==> src/rtl/tpu_pkg.sv <==
// Shared definitions for the TPU tile controller.
// Holds the controller state encoding, the default array geometry and a
// small ceiling-division helper used for tile counts.
package tpu_pkg;

  localparam int SA_DIM_DEF = 4;
  localparam int DATA_W_DEF = 8;
  localparam int ACC_W_DEF  = 32;

  typedef enum logic [2:0] {
    ST_IDLE  = 3'd0,
    ST_CLEAR = 3'd1,
    ST_FEED  = 3'd2,
    ST_FLUSH = 3'd3,
    ST_WRITE = 3'd4,
    ST_DONE  = 3'd5
  } tile_state_t;

  // ceil(num/den) for an 8-bit dimension; den is the array edge (>= 2).
  function automatic logic [7:0] ceil_div8(input logic [7:0] num, input int unsigned den);
    logic [15:0] sum;
    sum = 16'(num) + 16'(den) - 16'd1;
    return 8'(sum / 16'(den));
  endfunction

endpackage

==> src/rtl/tpu_skew_buf.sv <==
// Per-lane delay line that skews operands into the systolic array.
// Lane i is delayed by i cycles; lane 0 passes straight through.
// Ports: clk, rst_n (async active-low), din (LANES packed words), dout (skewed words).
module tpu_skew_buf #(
  parameter int LANES  = tpu_pkg::SA_DIM_DEF,
  parameter int DATA_W = tpu_pkg::DATA_W_DEF
) (
  input  logic                    clk,
  input  logic                    rst_n,
  input  logic [LANES*DATA_W-1:0] din,
  output logic [LANES*DATA_W-1:0] dout
);

  assign dout[DATA_W-1:0] = din[DATA_W-1:0];

  for (genvar i = 1; i < LANES; i++) begin : g_lane
    logic [DATA_W-1:0] pipe_r [i];

    // Shift register giving lane i a delay of exactly i cycles.
    always_ff @(posedge clk or negedge rst_n) begin
      if (!rst_n) begin
        for (int d = 0; d < i; d++) pipe_r[d] <= '0;
      end else begin
        pipe_r[0] <= din[i*DATA_W +: DATA_W];
        for (int d = 1; d < i; d++) pipe_r[d] <= pipe_r[d-1];
      end
    end

    assign dout[i*DATA_W +: DATA_W] = pipe_r[i-1];
  end

endmodule

==> src/rtl/tpu_tile_ctrl.sv <==
// Tile controller for an SA_DIM x SA_DIM output-stationary systolic array.
// Splits C = A*B (M x K times K x N) into SA_DIM-square output tiles, visited
// mt-major, and for each tile clears the array, streams K operand words with
// skew, flushes for 2*SA_DIM cycles and writes back the valid result rows.
// Ports: clk/rst_n; in_valid + K/M/N start a job; busy/done status;
// A/B read bus (1-cycle latency); C write bus; sa_* drive/observe the array.
module tpu_tile_ctrl
  import tpu_pkg::*;
#(
  parameter int SA_DIM = SA_DIM_DEF,
  parameter int DATA_W = DATA_W_DEF,
  parameter int ACC_W  = ACC_W_DEF,
  parameter int ADDR_W = 16
) (
  input  logic                           clk,
  input  logic                           rst_n,
  input  logic                           in_valid,
  input  logic [7:0]                     K,
  input  logic [7:0]                     M,
  input  logic [7:0]                     N,
  output logic                           busy,
  output logic                           done,
  output logic [ADDR_W-1:0]              A_index,
  output logic [ADDR_W-1:0]              B_index,
  input  logic [SA_DIM*DATA_W-1:0]       A_data_out,
  input  logic [SA_DIM*DATA_W-1:0]       B_data_out,
  output logic                           C_wr_en,
  output logic [ADDR_W-1:0]              C_index,
  output logic [SA_DIM*ACC_W-1:0]        C_data_in,
  output logic                           sa_clear,
  output logic [SA_DIM*DATA_W-1:0]       sa_west,
  output logic [SA_DIM*DATA_W-1:0]       sa_north,
  input  logic [SA_DIM*SA_DIM*ACC_W-1:0] sa_result
);

  tile_state_t state_r, state_s;
  logic [7:0] k_len_r, k_len_s, m_len_r, m_len_s, n_len_r, n_len_s;
  logic [7:0] mt_tot_r, mt_tot_s, nt_tot_r, nt_tot_s;
  logic [7:0] mt_r, mt_s, nt_r, nt_s;
  logic [7:0] k_cnt_r, k_cnt_s, flush_r, flush_s, row_r, row_s;
  logic [15:0] rem_rows_s;
  logic [7:0]  row_last_s;
  logic        feed_d1_r;

  logic                      busy_r, busy_s, done_r, done_s;
  logic                      clear_r, clear_s, wr_en_r, wr_en_s;
  logic [ADDR_W-1:0]         a_index_r, a_index_s, b_index_r, b_index_s;
  logic [ADDR_W-1:0]         c_index_r, c_index_s;
  logic [SA_DIM*ACC_W-1:0]   c_data_r, c_data_s;
  logic [SA_DIM*DATA_W-1:0]  west_in_s, north_in_s;

  // Last valid row index of the current tile row band (partial band at the M edge).
  always_comb begin
    rem_rows_s = 16'(m_len_r) - 16'(mt_r) * 16'(SA_DIM);
    if (rem_rows_s >= 16'(SA_DIM)) begin
      row_last_s = 8'(SA_DIM - 1);
    end else begin
      row_last_s = 8'(rem_rows_s - 16'd1);
    end
  end

  // Next-state and counter logic of the tile sequencer.
  always_comb begin
    state_s  = state_r;
    k_len_s  = k_len_r;
    m_len_s  = m_len_r;
    n_len_s  = n_len_r;
    mt_tot_s = mt_tot_r;
    nt_tot_s = nt_tot_r;
    mt_s     = mt_r;
    nt_s     = nt_r;
    k_cnt_s  = k_cnt_r;
    flush_s  = flush_r;
    row_s    = row_r;
    case (state_r)
      ST_IDLE: begin
        if (in_valid) begin
          k_len_s  = K;
          m_len_s  = M;
          n_len_s  = N;
          mt_tot_s = ceil_div8(M, SA_DIM);
          nt_tot_s = ceil_div8(N, SA_DIM);
          mt_s     = 8'd0;
          nt_s     = 8'd0;
          k_cnt_s  = 8'd0;
          flush_s  = 8'd0;
          row_s    = 8'd0;
          // An empty product finishes immediately without touching C.
          if ((K == 8'd0) || (M == 8'd0) || (N == 8'd0)) begin
            state_s = ST_DONE;
          end else begin
            state_s = ST_CLEAR;
          end
        end else begin
          state_s = ST_IDLE;
        end
      end
      ST_CLEAR: begin
        state_s = ST_FEED;
        k_cnt_s = 8'd0;
      end
      ST_FEED: begin
        if (k_cnt_r == k_len_r - 8'd1) begin
          state_s = ST_FLUSH;
          flush_s = 8'd0;
        end else begin
          k_cnt_s = k_cnt_r + 8'd1;
        end
      end
      ST_FLUSH: begin
        if (flush_r == 8'(2 * SA_DIM - 1)) begin
          state_s = ST_WRITE;
          row_s   = 8'd0;
        end else begin
          flush_s = flush_r + 8'd1;
        end
      end
      ST_WRITE: begin
        if (row_r == row_last_s) begin
          if (nt_r == nt_tot_r - 8'd1) begin
            if (mt_r == mt_tot_r - 8'd1) begin
              state_s = ST_DONE;
            end else begin
              mt_s    = mt_r + 8'd1;
              nt_s    = 8'd0;
              state_s = ST_CLEAR;
            end
          end else begin
            nt_s    = nt_r + 8'd1;
            state_s = ST_CLEAR;
          end
        end else begin
          row_s = row_r + 8'd1;
        end
      end
      ST_DONE: begin
        state_s = ST_IDLE;
      end
      default: begin
        state_s = ST_IDLE;
      end
    endcase
  end

  // Output values for the coming cycle, derived from the next state so that
  // every output can be registered yet line up with its state.
  always_comb begin
    busy_s    = (state_s != ST_IDLE);
    done_s    = (state_s == ST_DONE);
    clear_s   = (state_s == ST_CLEAR);
    wr_en_s   = (state_s == ST_WRITE);
    a_index_s = '0;
    b_index_s = '0;
    c_index_s = '0;
    c_data_s  = '0;
    if (state_s == ST_FEED) begin
      a_index_s = ADDR_W'(mt_s) * ADDR_W'(k_len_s) + ADDR_W'(k_cnt_s);
      b_index_s = ADDR_W'(nt_s) * ADDR_W'(k_len_s) + ADDR_W'(k_cnt_s);
    end else begin
      a_index_s = '0;
      b_index_s = '0;
    end
    if (state_s == ST_WRITE) begin
      c_index_s = (ADDR_W'(mt_s) * ADDR_W'(SA_DIM) + ADDR_W'(row_s)) * ADDR_W'(nt_tot_s)
                  + ADDR_W'(nt_s);
      for (int j = 0; j < SA_DIM; j++) begin
        if (16'(nt_s) * 16'(SA_DIM) + 16'(j) < 16'(n_len_s)) begin
          c_data_s[j*ACC_W +: ACC_W] = sa_result[(int'(row_s) * SA_DIM + j) * ACC_W +: ACC_W];
        end else begin
          c_data_s[j*ACC_W +: ACC_W] = '0;
        end
      end
    end else begin
      c_index_s = '0;
      c_data_s  = '0;
    end
  end

  // Operand lanes entering the skew stage: only words returned for a FEED
  // read, and only lanes that map inside the matrix edges.
  always_comb begin
    west_in_s  = '0;
    north_in_s = '0;
    for (int i = 0; i < SA_DIM; i++) begin
      if (feed_d1_r && (16'(mt_r) * 16'(SA_DIM) + 16'(i) < 16'(m_len_r))) begin
        west_in_s[i*DATA_W +: DATA_W] = A_data_out[i*DATA_W +: DATA_W];
      end else begin
        west_in_s[i*DATA_W +: DATA_W] = '0;
      end
      if (feed_d1_r && (16'(nt_r) * 16'(SA_DIM) + 16'(i) < 16'(n_len_r))) begin
        north_in_s[i*DATA_W +: DATA_W] = B_data_out[i*DATA_W +: DATA_W];
      end else begin
        north_in_s[i*DATA_W +: DATA_W] = '0;
      end
    end
  end

  // State, counters, read-return tracking and registered outputs.
  always_ff @(posedge clk or negedge rst_n) begin
    if (!rst_n) begin
      state_r   <= ST_IDLE;
      k_len_r   <= 8'd0;
      m_len_r   <= 8'd0;
      n_len_r   <= 8'd0;
      mt_tot_r  <= 8'd0;
      nt_tot_r  <= 8'd0;
      mt_r      <= 8'd0;
      nt_r      <= 8'd0;
      k_cnt_r   <= 8'd0;
      flush_r   <= 8'd0;
      row_r     <= 8'd0;
      feed_d1_r <= 1'b0;
      busy_r    <= 1'b0;
      done_r    <= 1'b0;
      clear_r   <= 1'b0;
      wr_en_r   <= 1'b0;
      a_index_r <= '0;
      b_index_r <= '0;
      c_index_r <= '0;
      c_data_r  <= '0;
    end else begin
      state_r   <= state_s;
      k_len_r   <= k_len_s;
      m_len_r   <= m_len_s;
      n_len_r   <= n_len_s;
      mt_tot_r  <= mt_tot_s;
      nt_tot_r  <= nt_tot_s;
      mt_r      <= mt_s;
      nt_r      <= nt_s;
      k_cnt_r   <= k_cnt_s;
      flush_r   <= flush_s;
      row_r     <= row_s;
      feed_d1_r <= (state_r == ST_FEED);
      busy_r    <= busy_s;
      done_r    <= done_s;
      clear_r   <= clear_s;
      wr_en_r   <= wr_en_s;
      a_index_r <= a_index_s;
      b_index_r <= b_index_s;
      c_index_r <= c_index_s;
      c_data_r  <= c_data_s;
    end
  end

  tpu_skew_buf #(.LANES(SA_DIM), .DATA_W(DATA_W)) u_west_skew (
    .clk  (clk),
    .rst_n(rst_n),
    .din  (west_in_s),
    .dout (sa_west)
  );

  tpu_skew_buf #(.LANES(SA_DIM), .DATA_W(DATA_W)) u_north_skew (
    .clk  (clk),
    .rst_n(rst_n),
    .din  (north_in_s),
    .dout (sa_north)
  );

  assign busy      = busy_r;
  assign done      = done_r;
  assign sa_clear  = clear_r;
  assign C_wr_en   = wr_en_r;
  assign A_index   = a_index_r;
  assign B_index   = b_index_r;
  assign C_index   = c_index_r;
  assign C_data_in = c_data_r;

endmodule

==> config.mk <==
export PLATFORM = sky130hd
export DESIGN_NAME = tpu_tile_ctrl
export DESIGN_NICKNAME = d
export VERILOG_FILES = /design/src/rtl/tpu_pkg.sv /design/src/rtl/tpu_skew_buf.sv /design/src/rtl/tpu_tile_ctrl.sv
export SDC_FILE = /design/constraint.sdc
export NUM_CORES = 1
export LEC_CHECK = 0
export ABC_CLOCK_PERIOD_IN_PS = 10200
export CAP_MARGIN = 15
export CORE_AREA = 10 10 320 322
export DETAILED_ROUTE_END_ITERATION = 6
export DIE_AREA = 0 0 330 332
export PLACE_DENSITY = 0.51
export SLEW_MARGIN = 20
export SYNTH_ARGS = -nofsm -noshare
export SYNTH_HDL_FRONTEND = slang
export SYNTH_HIERARCHICAL = 1
export SYNTH_SLANG_ARGS = --single-unit
==> constraint.sdc <==
create_clock -name clk -period 10.2 [get_ports clk]
set_input_delay 2.04 -clock clk [delete_from_list [all_inputs] [get_ports clk]]
set_output_delay 2.04 -clock clk [all_outputs]
set_load 0.05 [all_outputs]
==> metrics.md <==
| Metric | Value |
|---|---|
| Status | `finished clean` |
| Routed WL | `146000 um` |
| CP most frequent cell | `inv_1` |
| Final setup TNS | `0 ps` |
| Worst-Skew Late Latency | `630 ps` |
| Hold Buf Count CTS | `0` |
| Largest cells by area after synthesis | `dfrtp_1, fa_1, mux4_2` |
| WS Path Type | `register to register` |
| Max FO, Critical Path | `9` |
| CTS sink cnt | `359` |
| WP data arrival | `10060 ps` |
| Total of max-cap violations | `0` |
| Area grow syn2layout | `46.9%` |
| CTS tree | `yes` |
| Die footprint | `110000 sq um` |
| HPWL after DPL | `126000 um` |
| Ys flop type | `dfrtp_1` |
| Met3 wire len | `17200 um` |
| Sw Share | `0.448` |
| Skew final | `42.9 ps` |
| Clk pwr share | `0.206` |
| Critical-path top delay cell | `fa_1` |
| Initial antenna violation count | `129` |
| Root buffer selected by CTS | `clkbuf_16` |
| Synth area leader | `dfrtp_1` |
| Period utilization | `0.938` |
| Die W | `330 um` |
| Clock buffer depth | `3` |
| Synth Warn # | `6` |
| #FFs+latches synth | `359` |
| Die Span Y | `332 um` |
| Net Switching | `0.00418 W` |
| CTS buffer count | `47` |
| First-pass GRT wire length | `192000 um` |
| Crit path capture type | `register` |
| Max incr delay on CP | `540 ps` |
| Met1 Routed Length | `52700 um` |
| Final worst path period need | `9570 ps` |
| Drt drc | `0` |
| Placed cell count | `4354` |
| RSZ-0062 raised after global routing | `false` |
| DR top layer | `met5` |
| Internal cell power | `0.00516 W` |
| CP Data Required Time | `10690 ps` |
| Power Dens Cells | `256 nW/um^2` |
| Vias in the first global route | `21500` |
| Combinational Power Share | `0.584` |
| Cell with the most instances after synthesis | `dfrtp_1` |
| Post-synthesis cell type count | `77` |
| Async SR Flop Fraction | `1.00` |
| Pins over their slew limit | `0` |
| H-tree depth | `2` |
| Nets | `4027` |
| Row count | `114` |
| DR vias/cell | `4.77` |
| Mapped cell area | `24900 sq um` |
| Setup violators final | `0` |
| Leakage | `16.0 nW` |
| Hold Crit Class | `register to register` |
| Largest net degree at the start of global routing | `152` |
| Synth top area share | `0.361` |
| Grt ovf | `0` |
| GR Util All Layers | `0.259` |
| Share of power burned in registers | `0.209` |
| Fin. Hold Viols | `0` |
| Synthesized Nets | `3195` |
| Routed WL per cell | `32.7 um` |
| I/O pin total | `847` |
| Clock transition at the registers of the reported paths | `60 ps` |
| Worst relative slew slack | `0.165` |
| Fin cells | `4478` |
| Top cells by count, synth | `dfrtp_1, inv_1, nand2_1` |
| Initial DRC count | `1586` |
| Post-synthesis area per instance | `10.8 sq um` |
| Port Buffers | `846` |
| Fillers | `9611` |
| Worst ir drop on vdd | `0.138 mV` |
| Final GP Congestion | `0.959` |
| CP Launch Type | `register` |
| F_max | `0.105 GHz` |
| Initial core utilization | `0.259` |
| Final ANT Viol Nets | `0` |
| WL met2 | `69000 um` |
| Core area | `96000 sq um` |
| Register area share after synthesis | `0.361` |
| Cells after synthesis | `2297` |
| Post-synth EDFFs | `0` |
| Drt pass-1 iters | `5` |
| Share of layout cells above drive strength 1 | `0.0982` |
| Slew of the pin with the lowest slew margin | `1240 ps` |
| Vias | `21300` |
## stage by stage
| stage | worst slack (ps) | total power (W) | hold WS [ps] | instance area, sq um | utilization |
|---|---|---|---|---|---|
| final | 633 | 0.00935 | 336 | 36500 | 0.381 |
| after global routing | 41.9 | 0.0101 | 350 | 36500 | 0.380 |
| after CTS | 93.4 | 0.00946 | 342 | 36400 | 0.379 |
| after detailed placement | 144 | 0.00747 | 335 | 34600 | 0.361 |
| after global placement | 286 | 0.00745 | 331 | 34600 | 0.361 |
| after floorplan | 1210 | 0.00576 | 331 | 24900 | - |
## flip-flops by register name, summed over array words and instances (netlist names), 3 cells and up
register / cells
k_len_r: 8
B_index: 16
nt_tot_r: 8
C_data_in: 128
mt_r: 8
m_len_r: 8
nt_r: 8
state_r: 3
n_len_r: 8
mt_tot_r: 7
u_west_skew/g_lane.pipe_r: 32
k_cnt_r: 8
flush_r: 8
u_west_skew/dout: 16
u_north_skew/dout: 16
C_index: 16
u_north_skew/g_lane.pipe_r: 32
row_r: 8
A_index: 16
## worst max-delay path, delay by kind of cell, from the launching register on
| kind | cells | cell delay [ps] |
|---|---|---|
| AO/OA/AOI/OAI | 14 | 2830 |
| buffers and inverters | 12 | 1270 |
| AND/OR/NAND/NOR | 5 | 730 |
| multiplexers | 1 | 120 |
| flip-flops | 1 | 380 |
| XOR/XNOR | 3 | 520 |
| adder cells (fa/ha/maj) | 9 | 3580 |
## power by group through the flow
stage / combinational [W] / clock [W] / sequential (W)
5_1_grt: 0.00609 / 0.00202 / 0.00200
4_1_cts: 0.00553 / 0.00197 / 0.00196
3_3_place_gp: 0.00548 / 0 / 0.00197
6_report: 0.00546 / 0.00193 / 0.00196
3_5_place_dp: 0.00549 / 0 / 0.00198
2_1_floorplan: 0.00364 / 0 / 0.00212
## worst paths after layout
check	startpoint	end	slack, ps	depth (start not counted)
min	u_west_skew/g_lane[3].pipe_r[20]	u_west_skew/g_lane[3].pipe_r[12]	340	0
max	m_len_r[2]	C_index[15]	630	44
min in group asynchronous	rst_n	u_north_skew/dout[19]	1450	1
max in group asynchronous	rst_n	A_index[15]	7170	2
min reg2reg	u_west_skew/g_lane[3].pipe_r[20]	u_west_skew/g_lane[3].pipe_r[12]	340	0
max reg2reg	m_len_r[2]	C_index[15]	630	44
## layout make-up
class | count | area, sq um | share of cell area
Clock buffer | 56 | 1280 | 0.0351
Inverter | 305 | 1160 | 0.0317
Multi-Input combinational cell | 1511 | 14000 | 0.384
Sequential cell | 359 | 8980 | 0.246
Clock inverter | 32 | 484 | 0.0133
Tap cell | 1276 | 1600 | 0.0437
Antenna cell | 34 | 85.1 | 0.00233
Timing Repair Buffer | 905 | 8930 | 0.244
## placed cells by master (no fill, tap or decap), types with 59 or more instances in the layout
| master | instances |
|---|---|
| mux4_2 | 128 |
| ha_1 | 145 |
| nand2_1 | 213 |
| inv_1 | 297 |
| dfrtp_1 | 359 |
| and2_1 | 88 |
| o21ai_0 | 59 |
| nor2_1 | 162 |
| clkdlybuf4s50_1 | 845 |
| nor2b_1 | 135 |
| xnor2_1 | 67 |
| fa_1 | 150 |
## cell families after synthesis
logic type | synth area share
AO/OA/AOI/OAI | 0.0635
XOR/XNOR | 0.0356
adder cells (fa/ha/maj) | 0.194
buffers and inverters | 0.0771
flip-flops | 0.361
multiplexers | 0.122
AND/OR/NAND/NOR | 0.147
## routing by layer
layer  track usage  vias up
met2         0.433     1051
li1              -     9278
met3         0.118      356
met4        0.0881       86
met5             0        -
met1         0.288    10600
## what timing repair did
action                     CTS  global route
setup buffers                0             2
hold endpoints to repair     0             0
setup endpoints to repair    0             1
gates resized for setup      0             8
Note: power is estimated with default switching activity, not from simulation.
